## config.mk

```make
export PLATFORM = sky130hd
export DESIGN_NAME = wb_queue
export DESIGN_NICKNAME = d
export VERILOG_FILES = /design/src/rtl/wb_queue_pkg.sv /design/src/rtl/wb_fifo.sv /design/src/rtl/wb_queue.sv
export VERILOG_INCLUDE_DIRS = /design/src /design/src/rtl
export SDC_FILE = /design/constraint.sdc
export NUM_CORES = 1
export LEC_CHECK = 0
export ABC_AREA = 1
export CORE_ASPECT_RATIO = 0.9
export CORE_MARGIN = 2
export CORE_UTILIZATION = 55
export DETAILED_ROUTE_END_ITERATION = 10
export PLACE_DENSITY = 0.77
export SYNTH_ARGS = -nofsm -noshare
export SYNTH_HDL_FRONTEND = slang
export SYNTH_SLANG_ARGS = --single-unit
export TNS_END_PERCENT = 1
```

## constraint.sdc

```tcl
create_clock -name clk -period 3.45 [get_ports clk]
set_clock_uncertainty 0.15 [all_clocks]
set_input_delay 0.69 -clock clk [delete_from_list [all_inputs] [get_ports clk]]
set_output_delay 0.69 -clock clk [all_outputs]
set_load 0.02 [all_outputs]
```

## src/rtl/defines.v

```verilog
// Shared build constants for the writeback path.
//   XLEN         datapath width
//   RFIDX_WIDTH  register-file index width
//   WB_DEPTH     default number of buffered pending register writes
`ifndef WB_DEFINES_V
`define WB_DEFINES_V

`define XLEN        32
`define RFIDX_WIDTH 5
`define WB_DEPTH    4

`endif

```

## src/rtl/wb_queue_pkg.sv

```systemverilog
// Types and constants shared by the writeback queue and its storage.
// Widths are taken from defines.v so there is a single source of truth.
`include "defines.v"

package wb_queue_pkg;

  localparam int unsigned XLEN             = `XLEN;
  localparam int unsigned RFIDX_W          = `RFIDX_WIDTH;
  localparam int unsigned WB_DEPTH_DEFAULT = `WB_DEPTH;
  localparam int unsigned ENTRY_W          = RFIDX_W + XLEN;

  // One pending register write.
  typedef struct packed {
    logic [RFIDX_W-1:0] rd;
    logic [XLEN-1:0]    data;
  } wb_entry_t;

  // Result of a forwarding lookup.
  typedef struct packed {
    logic            hit;
    logic [XLEN-1:0] data;
  } fwd_result_t;

endpackage

```

## src/rtl/wb_fifo.sv

```systemverilog
// Circular storage for pending register writes.
// Ports:
//   clk, rst_n          clock, asynchronous active-low reset (clears pointers/count)
//   push, push_rd/data  write an entry at the tail (caller guarantees not full)
//   pop                 advance the head (caller guarantees not empty)
//   head_rd/head_data   entry at the head
//   count               number of stored entries
//   head_ptr, entries   raw head pointer and storage, only when WB_FWD_EN is defined
// Macro WB_FWD_EN exposes the storage for forwarding search.
`include "defines.v"

module wb_fifo
  import wb_queue_pkg::*;
#(
  parameter int unsigned DEPTH = `WB_DEPTH
) (
  input  logic                         clk,
  input  logic                         rst_n,
  input  logic                         push,
  input  logic [`RFIDX_WIDTH-1:0]      push_rd,
  input  logic [`XLEN-1:0]             push_data,
  input  logic                         pop,
  output logic [`RFIDX_WIDTH-1:0]      head_rd,
  output logic [`XLEN-1:0]             head_data,
`ifdef WB_FWD_EN
  output logic [$clog2(DEPTH)-1:0]     head_ptr,
  output logic [DEPTH*ENTRY_W-1:0]     entries,
`endif
  output logic [$clog2(DEPTH):0]       count
);

  localparam int unsigned PtrW = $clog2(DEPTH);

  wb_entry_t [DEPTH-1:0] mem_q;
  logic [PtrW-1:0]       head_q, tail_q;
  logic [PtrW:0]         count_q, count_d;

  // DEPTH is a power of two, so pointers wrap by natural overflow.
  always_comb begin
    count_d = count_q;
    unique case ({push, pop})
      2'b10:   count_d = count_q + 1'b1;
      2'b01:   count_d = count_q - 1'b1;
      default: count_d = count_q;
    endcase
  end

  always_ff @(posedge clk or negedge rst_n) begin
    if (!rst_n) begin
      head_q  <= '0;
      tail_q  <= '0;
      count_q <= '0;
    end else begin
      if (push) tail_q <= tail_q + 1'b1;
      if (pop)  head_q <= head_q + 1'b1;
      count_q <= count_d;
    end
  end

  // Storage needs no reset: only slots covered by count are ever read.
  always_ff @(posedge clk) begin
    if (push) mem_q[tail_q] <= '{rd: push_rd, data: push_data};
  end

  assign head_rd   = mem_q[head_q].rd;
  assign head_data = mem_q[head_q].data;
  assign count     = count_q;

`ifdef WB_FWD_EN
  assign head_ptr = head_q;
  assign entries  = mem_q;
`endif

endmodule

```

## src/rtl/wb_queue.sv

```systemverilog
// Writeback queue: buffers completed results and retires one per cycle into the
// register file through a registered write port.
// Ports:
//   clk, rst_n                    clock, asynchronous active-low reset
//   in_valid/in_ready             result handshake from the preceding stage
//   in_rd, in_data                destination index and value (rd 0 is discarded)
//   reg_write, write_addr/data    registered regfile write port
//   pending                       entries stored, excluding the output register
//   fwd_addrK/fwd_hitK/fwd_dataK  forwarding lookups, only with WB_FWD_EN
// Macro WB_FWD_EN enables the forwarding ports and search logic.
`include "defines.v"

module wb_queue
  import wb_queue_pkg::*;
#(
  parameter int unsigned DEPTH = `WB_DEPTH
) (
  input  logic                     clk,
  input  logic                     rst_n,
  input  logic                     in_valid,
  output logic                     in_ready,
  input  logic [`RFIDX_WIDTH-1:0]  in_rd,
  input  logic [`XLEN-1:0]         in_data,
  output logic                     reg_write,
  output logic [`RFIDX_WIDTH-1:0]  write_addr,
  output logic [`XLEN-1:0]         write_data,
`ifdef WB_FWD_EN
  input  logic [`RFIDX_WIDTH-1:0]  fwd_addr1,
  input  logic [`RFIDX_WIDTH-1:0]  fwd_addr2,
  output logic                     fwd_hit1,
  output logic                     fwd_hit2,
  output logic [`XLEN-1:0]         fwd_data1,
  output logic [`XLEN-1:0]         fwd_data2,
`endif
  output logic [$clog2(DEPTH):0]   pending
);

  localparam int unsigned PtrW = $clog2(DEPTH);

  logic [PtrW:0]             count;
  logic                      push, pop;
  logic [`RFIDX_WIDTH-1:0]   head_rd;
  logic [`XLEN-1:0]          head_data;

  assign in_ready = (count != (PtrW+1)'(DEPTH));
  // rd 0 handshakes normally but never occupies a slot.
  assign push     = in_valid && in_ready && (in_rd != '0);
  // Pop decision uses the pre-edge count, so a push into an empty queue waits a cycle.
  assign pop      = (count != '0);
  assign pending  = count;

`ifdef WB_FWD_EN
  logic [PtrW-1:0]       head_ptr;
  wb_entry_t [DEPTH-1:0] entries;
`endif

  wb_fifo #(
    .DEPTH (DEPTH)
  ) u_fifo (
    .clk       (clk),
    .rst_n     (rst_n),
    .push      (push),
    .push_rd   (in_rd),
    .push_data (in_data),
    .pop       (pop),
    .head_rd   (head_rd),
    .head_data (head_data),
`ifdef WB_FWD_EN
    .head_ptr  (head_ptr),
    .entries   (entries),
`endif
    .count     (count)
  );

  // Output register: address/data hold when no entry retires.
  always_ff @(posedge clk or negedge rst_n) begin
    if (!rst_n) begin
      reg_write  <= 1'b0;
      write_addr <= '0;
      write_data <= '0;
    end else begin
      reg_write <= pop;
      if (pop) begin
        write_addr <= head_rd;
        write_data <= head_data;
      end
    end
  end

`ifdef WB_FWD_EN
  // Output register is oldest; stored entries are scanned head to tail so the
  // youngest match overwrites earlier ones.
  function automatic fwd_result_t fwd_lookup(
    input logic [`RFIDX_WIDTH-1:0] addr,
    input wb_entry_t [DEPTH-1:0]   ents,
    input logic [PtrW-1:0]         head,
    input logic [PtrW:0]           cnt,
    input logic                    out_vld,
    input logic [`RFIDX_WIDTH-1:0] out_addr,
    input logic [`XLEN-1:0]        out_data
  );
    fwd_result_t     r;
    logic [PtrW-1:0] idx;
    r = '0;
    if (addr != '0) begin
      if (out_vld && (out_addr == addr)) begin
        r.hit  = 1'b1;
        r.data = out_data;
      end
      for (int unsigned i = 0; i < DEPTH; i++) begin
        idx = head + PtrW'(i);
        if (((PtrW+1)'(i) < cnt) && (ents[idx].rd == addr)) begin
          r.hit  = 1'b1;
          r.data = ents[idx].data;
        end
      end
    end
    return r;
  endfunction

  fwd_result_t res1, res2;

  always_comb begin
    res1 = fwd_lookup(fwd_addr1, entries, head_ptr, count, reg_write, write_addr, write_data);
    res2 = fwd_lookup(fwd_addr2, entries, head_ptr, count, reg_write, write_addr, write_data);
  end

  assign fwd_hit1  = res1.hit;
  assign fwd_data1 = res1.data;
  assign fwd_hit2  = res2.hit;
  assign fwd_data2 = res2.data;
`endif

endmodule

```

==> results of run 1 <==
## cells in the final DEF (no fill, tap or decap), types with 2 or more instances in the layout
| cell type | n |
|---|---|
| buf_4 | 15 |
| clkinvlp_4 | 2 |
| nand3_1 | 76 |
| edfxtp_1 | 148 |
| clkinv_1 | 6 |
| clkbuf_16 | 17 |
| nand3b_1 | 2 |
| nand2_1 | 306 |
| nor2_1 | 2 |
| bufinv_16 | 2 |
| ha_1 | 5 |
| clkinv_2 | 4 |
| xor2_1 | 3 |
| clkdlybuf4s50_1 | 80 |
| dfrtp_1 | 43 |
| inv_1 | 160 |
| nor2_4 | 4 |
| dfrtp_2 | 2 |
## worst reg2reg max path: cells and delay by family (launching register included)
| family | cells | cell delay [ns] |
|---|---|---|
| xor+xnor | 1 | 0.16 |
| fa+ha+maj | 2 | 0.64 |
| buf+inv | 1 | 0.07 |
| flops | 1 | 0.42 |
| simple gates | 4 | 0.61 |
## registers in the layout, indices dropped and copies added, names as in the netlist
signal / count
u_fifo.mem_q: 148
write_data: 32
write_addr: 5
u_fifo.count: 3
u_fifo.head_q: 2
u_fifo.tail_q: 2
reg_write: 1
## worst paths after layout
| kind | slack [ns] | start | end |
|---|---|---|---|
| setup reg to reg | 1.29 | u_fifo.count[0]$_DFFE_PN0P_ | u_fifo.count[2]$_DFFE_PN0P_ |
| setup / recovery | 0.98 | u_fifo.count[0]$_DFFE_PN0P_ | in_ready |
| hold reg to reg | 0.33 | write_data[20]$_DFFE_PN0N_ | write_data[20]$_DFFE_PN0N_ |
| hold / removal | 0.15 | rst_n | write_data[16]$_DFFE_PN0N_ |
| max in group asynchronous | 2.29 | rst_n | u_fifo.count[2]$_DFFE_PN0P_ |
| min in group clk | 0.33 | write_data[20]$_DFFE_PN0N_ | write_data[20]$_DFFE_PN0N_ |
## metal layers
metal	routed length [um]	share of wire
met1	6780	0.42
met2	8200	0.51
met3	702	0.044
met4	315	0.020
met5	0	0
## cells by family (layout without fill, tap and decap cells)
group / after synthesis / count (layout) / share of synthesized area
flops: 193 / 193 / 0.686
simple gates: 392 / 392 / 0.194
buf+inv: 195 / 291 / 0.104
compound gates: 2 / 2 / 0.00123
xor+xnor: 4 / 4 / 0.00431
fa+ha+maj: 6 / 6 / 0.0102
## stage by stage
step | worst slack [ns] | utilization | cell area, sq um
after floorplan | 0.226 | - | 8120
after global placement | 0.673 | 0.624 | 9090
after detailed placement | 0.613 | 0.624 | 9090
after CTS | 0.966 | 0.662 | 9640
after global routing | 0.856 | 0.662 | 9640
final | 0.979 | 0.662 | 9640
## layout make-up
type	count	area [sq um]	share of cell area
clock buffers	18	429	0.0445
inverters	163	614	0.0637
well taps	198	248	0.0257
multi-input cells	404	1740	0.180
clock inverters	14	123	0.0127
flip-flops and latches	193	5570	0.578
repair buffers	96	918	0.0953
## power by group through the flow
| stage | Sequential, mW | Clock (mW) | Combinational, mW |
|---|---|---|---|
| final | 3.38 | 1.87 | 3.17 |
| after floorplan | 3.72 | 0 | 1.85 |
| after detailed placement | 3.43 | 0 | 3.18 |
| after CTS | 3.39 | 1.88 | 3.22 |
| after global routing | 3.45 | 1.99 | 3.55 |
| after global placement | 3.41 | 0 | 3.11 |
==> out/results.ini, run 1 <==
[status]
status = completed

[setup_path]
critPathMaxFanout = 4
arrival_ns = 1.63
critPathBufInv = 1
r2r_cells = 8
crit_required_ns = 2.61
cpPeakStageDelay_ns = 0.53
slowest_stage = clkdlybuf4s50_1
worst-path-stages = 3
endpoint_kind = output port
startpoint_type = flip-flop
crit_type = reg2out
crit_chain = nor2_2, nand2_1, clkdlybuf4s50_1
cpLargestDelayFamily = buffers and inverters

[global_route]
grt_max_degree = 77
grt_first_pass_wirelength_mm = 26.3
grt-busiest-layer = met2
groute.usage.overall = 0.218
met1_usage = 0.271
grt.overflow.total = 0
grt_util_met3 = 0.0387
grt_pass1_vias = 5300
grtUsageMet2 = 0.373
grt_antenna_before_repair = 0

[power]
pwr-share-comb = 0.377
p_int_mw = 5.34
finalPower_mw = 8.43
clkPwrFrac = 0.222
leakagePower_nw = 4.45
ir_drop_mv = 0.476
switchingPower_mw = 3.09
netSwitchingFraction = 0.367
power.density_nw_per_um2 = 874
p_seq_frac = 0.402

[cells_and_area]
fillers = 1122
final_nets = 921
diodes = 0
final_cells = 1086
syn2layout_area_growth_pct = 18.7
layout-drive-gt1-share = 0.0586

[timing]
max_freq_ghz = 0.405
fin_crit_ns = 2.47
setup_tns_ns = 0
rsz0062_at_grt = false
setup_viol = 0
maxSlewHeadroom = 0.453
finalMaxSlewViolations = 0
worst_hold_slack_ns = 0.152
post-route-period-util = 0.716
max_slew.worst_pin.slew_ns = 0.821
hold_violations = 0

[floorplanning]
io_pins = 82
fp-row-count = 42
die_h_um = 119
initial_core_util = 0.558
die_x_um = 132
die_area_sq_um = 15800
core_area_sq_um = 14600

[worst_hold_path]
min_path_type = in2async

[routing]
drc = 0
firstDrtPassIters = 5
vias_per_cell = 4.84
drtIter0Drc = 388
ant_nets = 0
routed_wl_mm = 16.0
dr_total_vias = 5260
post_drt_wl_per_cell_um = 14.7

[clock_tree]
cts_buffers = 17
insertion_delay_ns = 0.43
path_clk_slew_ns = 0.07
cts.sinks = 193
cts_resized = 0
cts_tree = done
clk_path_buf_depth = 2
cts_setup_buffers = 0
htreeDepth = 4
hold_buffers = 0
cts_root_buf = clkbuf_16

[synthesis]
ys_seq_area_frac = 0.686
yosys.area.top_type_share = 0.547
yosysWarnings = 0
synthArstFlopShare = 0.233
postSynthCellCount = 792
syn_area_per_cell_sq_um = 10.3
ys_types = 21
yosysTopAreaCell = edfxtp_1
synth_common_cells = nand2_1 (306), inv_1 (161), edfxtp_1 (148), nand3_1 (76), dfrtp_1 (45)
syn_area_sq_um = 8120
syn_nets = 838
yosysMostFrequentCell = nand2_1
synth_edf_count = 148
yosys_register_bits = 193
yosys-top-cells-area = edfxtp_1 (55%), nand2_1 (14%), dfrtp_1 (14%)
synth_flop_cell = edfxtp_1

[placement]
io_buffers = 81
place_congestion = 0.755
dp_cells = 1054
dp_hpwl_mm = 9.49

[job]
cap_violations = 0

Note: power is estimated with default switching activity, not from simulation.
==> run 2, diff against run 1 <==
CORE_UTILIZATION = 51   (was 55)
PLACE_DENSITY = 0.76   (was 0.77)
clock period = 2.2 ns   (was 3.45 ns; I/O delays follow)
==> run 2 against run 1 <==
Net effect:
- via count rose by 0.93%
- core utilization fell by 2.7 points
- first-iteration DRC count rose by 14%
- total power rose by 58%
- worst setup slack got worse by 0.86 ns
- critical path depth fell by 2
- hold slack improved by 0.045 ns
- sequential share of layout area fell by 1.2 points
- clock-buffer cell count rose by 4
==> out/results.ini, run 2 (same netlist as run 1, synthesis figures left out) <==
[timing]
fin_crit_ns = 2.08
rsz0062_at_grt = false  ; unchanged
hold_violations = 0  ; unchanged
maxSlewHeadroom = 0.620  ; was 0.453
post-route-period-util = 0.946
setup_viol = 0  ; unchanged
max_freq_ghz = 0.481
setup_tns_ns = 0  ; unchanged
fin_ws_ns = 0.119  ; was 0.979 ns
finalMaxSlewViolations = 0  ; unchanged
max_slew.worst_pin.slew_ns = 0.570  ; was 0.821 ns

[routing]
ant_nets = 0  ; unchanged
dr_total_vias = 5309  ; was 5260
firstDrtPassIters = 5  ; unchanged
vias_per_cell = 4.82  ; was 4.84
post_drt_wl_per_cell_um = 14.6  ; was 14.7 um
routed_wl_mm = 16.1  ; was 16.0 mm
drc = 0  ; unchanged
drtIter0Drc = 443  ; was 388

[global_route]
grt_antenna_before_repair = 0  ; unchanged
grt_first_pass_wirelength_mm = 25.8  ; was 26.3 mm
grt_max_degree = 77  ; unchanged
grt.overflow.total = 0  ; unchanged
groute.usage.overall = 0.203  ; was 0.218
grt_pass1_vias = 5249  ; was 5300

[setup_path]
slowest_stage = clkdlybuf4s50_1  ; unchanged
crit_required_ns = 1.61  ; was 2.61 ns
arrival_ns = 1.49  ; was 1.63 ns
crit_chain = clkdlybuf4s50_1  ; was nor2_2, nand2_1, clkdlybuf4s50_1
critPathCapture = pending[0]  ; was in_ready
worst-path-stages = 1  ; was 3
startpoint_type = flip-flop  ; unchanged
cpLargestDelayFamily = buffers and inverters  ; unchanged
cpPeakStageDelay_ns = 0.64  ; was 0.53 ns
crit_type = reg2out  ; unchanged
critPathMaxFanout = 4  ; unchanged
r2r_start = u_fifo.count[0]$_DFFE_PN0P_  ; unchanged
r2r-end = u_fifo.count[2]$_DFFE_PN0P_  ; unchanged
endpoint_kind = output port  ; unchanged
critPathBufInv = 1  ; unchanged
r2r_cells = 9  ; was 8
r2r_slack_ns = 0.16  ; was 1.29 ns
crit_path_start = u_fifo.count[0]$_DFFE_PN0P_  ; unchanged

[power]
switchingPower_mw = 4.87  ; was 3.09 mW
p_seq_frac = 0.399  ; was 0.402
ir_drop_mv = 0.851  ; was 0.476 mV
power.density_nw_per_um2 = 1350  ; was 874 nW/um^2
leakagePower_nw = 4.54  ; was 4.45 nW
clkPwrFrac = 0.207  ; was 0.222
pwr-share-comb = 0.393  ; was 0.377
netSwitchingFraction = 0.366  ; was 0.367
finalPower_mw = 13.3  ; was 8.43 mW
p_int_mw = 8.43  ; was 5.34 mW

[clock_tree]
path_clk_slew_ns = 0.07  ; about the same
cts_tree = done  ; unchanged
htreeDepth = 4  ; unchanged
insertion_delay_ns = 0.42  ; was 0.43 ns
cts_setup_buffers = 0  ; unchanged
cts_buffers = 17  ; unchanged
clk_path_buf_depth = 2  ; unchanged
cts_root_buf = clkbuf_16  ; unchanged
cts.sinks = 193  ; unchanged

[floorplanning]
io_pins = 82  ; unchanged
die_x_um = 137  ; was 132 um
die_h_um = 124  ; was 119 um
core_area_sq_um = 15500  ; was 14600 sq um
initial_core_util = 0.524  ; was 0.558
die_area_sq_um = 17000  ; was 15800 sq um
fp-row-count = 43  ; was 42

[cells_and_area]
multiInputGateArea_sq_um = 1740  ; about the same
final_nets = 932  ; was 921
layout-drive-gt1-share = 0.0734  ; was 0.0586
fin_util = 0.636  ; was 0.662
layout_commonest_cell = nand2_1  ; unchanged
seq_area_sq_um = 5570  ; unchanged
syn2layout_area_growth_pct = 21.2  ; was 18.7%
final_cell_mix = nand2_1 (306), inv_1 (160), edfxtp_1 (148)  ; unchanged
largest_reg_flops = 148  ; unchanged
diodes = 0  ; unchanged
final_cells = 1101  ; was 1086
max_flop_register = u_fifo.mem_q  ; unchanged
fillers = 1217  ; was 1122
reg_top3 = u_fifo.mem_q x148, write_data x32, write_addr x5  ; unchanged

[placement]
dp_hpwl_mm = 9.74  ; was 9.49 mm
io_buffers = 81  ; unchanged
dp_cells = 1068  ; was 1054
place_congestion = 0.724  ; was 0.755
dp_worst_setup_slack_ns = -0.362  ; was 0.613 ns

[status]
status = completed  ; unchanged

[worst_hold_path]
min_path_type = in2reg  ; was in2async

[job]
cap_violations = 0  ; unchanged

==> run 2: changes by cell type in the layout (fill, tap and decap cells not counted), moves of 2 or more <==
cell,previous run,this run
buf_12,0,11
bufinv_16,2,0
clkbuf_1,1,3
clkbuf_8,0,2
clkdlybuf4s50_1,80,78
clkinv_1,6,1
clkinvlp_4,2,4
==> run 2: layer usage <==
layer,up-vias,GRT usage,wire length [um]
met3,17,0.0509,750
met2,149,0.350,8100
met4,0,0.0593,186
met5,-,0,0
met1,2514,0.257,7060
li1,2629,-,-
==> run 2: cell type report <==
class                   instances  area share
clock buffers                  22      0.0471
inverters                     163      0.0624
clock inverters                10     0.00635
flip-flops and latches        193       0.566
multi-input cells             404       0.177
well taps                     202      0.0257
repair buffers                107       0.116
==> run 2: power by group through the flow <==
stage	sequential, mW	combinational [mW]	clock (mW)
after CTS	5.32	5.32	2.80
after global routing	5.40	5.84	2.94
after floorplan	5.82	2.92	0
after detailed placement	5.39	5.26	0
after global placement	5.35	5.14	0
final	5.31	5.23	2.76
==> run 2: worst min path at each step <==
stage                               startpoint                          end  depth (start not counted)
floorplan                                rst_n          reg_write$_DFF_PN0_                          0
global placement                         rst_n   write_data[17]$_DFFE_PN0N_                          1
detailed placement  write_data[28]$_DFFE_PN0N_   write_data[28]$_DFFE_PN0N_                          2
CTS                 write_data[28]$_DFFE_PN0N_   write_data[28]$_DFFE_PN0N_                          2
global route                          in_rd[3]   u_fifo.mem_q[35]$_DFFE_PP_                          1
finish                                in_rd[3]  u_fifo.mem_q[109]$_DFFE_PP_                          1
==> run 2: metrics by stage <==
stage	hold WS [ns]	area, sq um
4_1_cts	0.331	9840
2_1_floorplan	-0.00559	8130
6_report	0.197	9850
3_5_place_dp	0.314	9310
5_1_grt	0.200	9850
3_3_place_gp	0.308	9310
==> run 2: what timing repair did <==
action	4_1_cts	5_1_grt
endpoints found under the hold margin	20	0
endpoints found under the setup margin	1	1
gates resized for setup	1	2
hold buffers	1	0
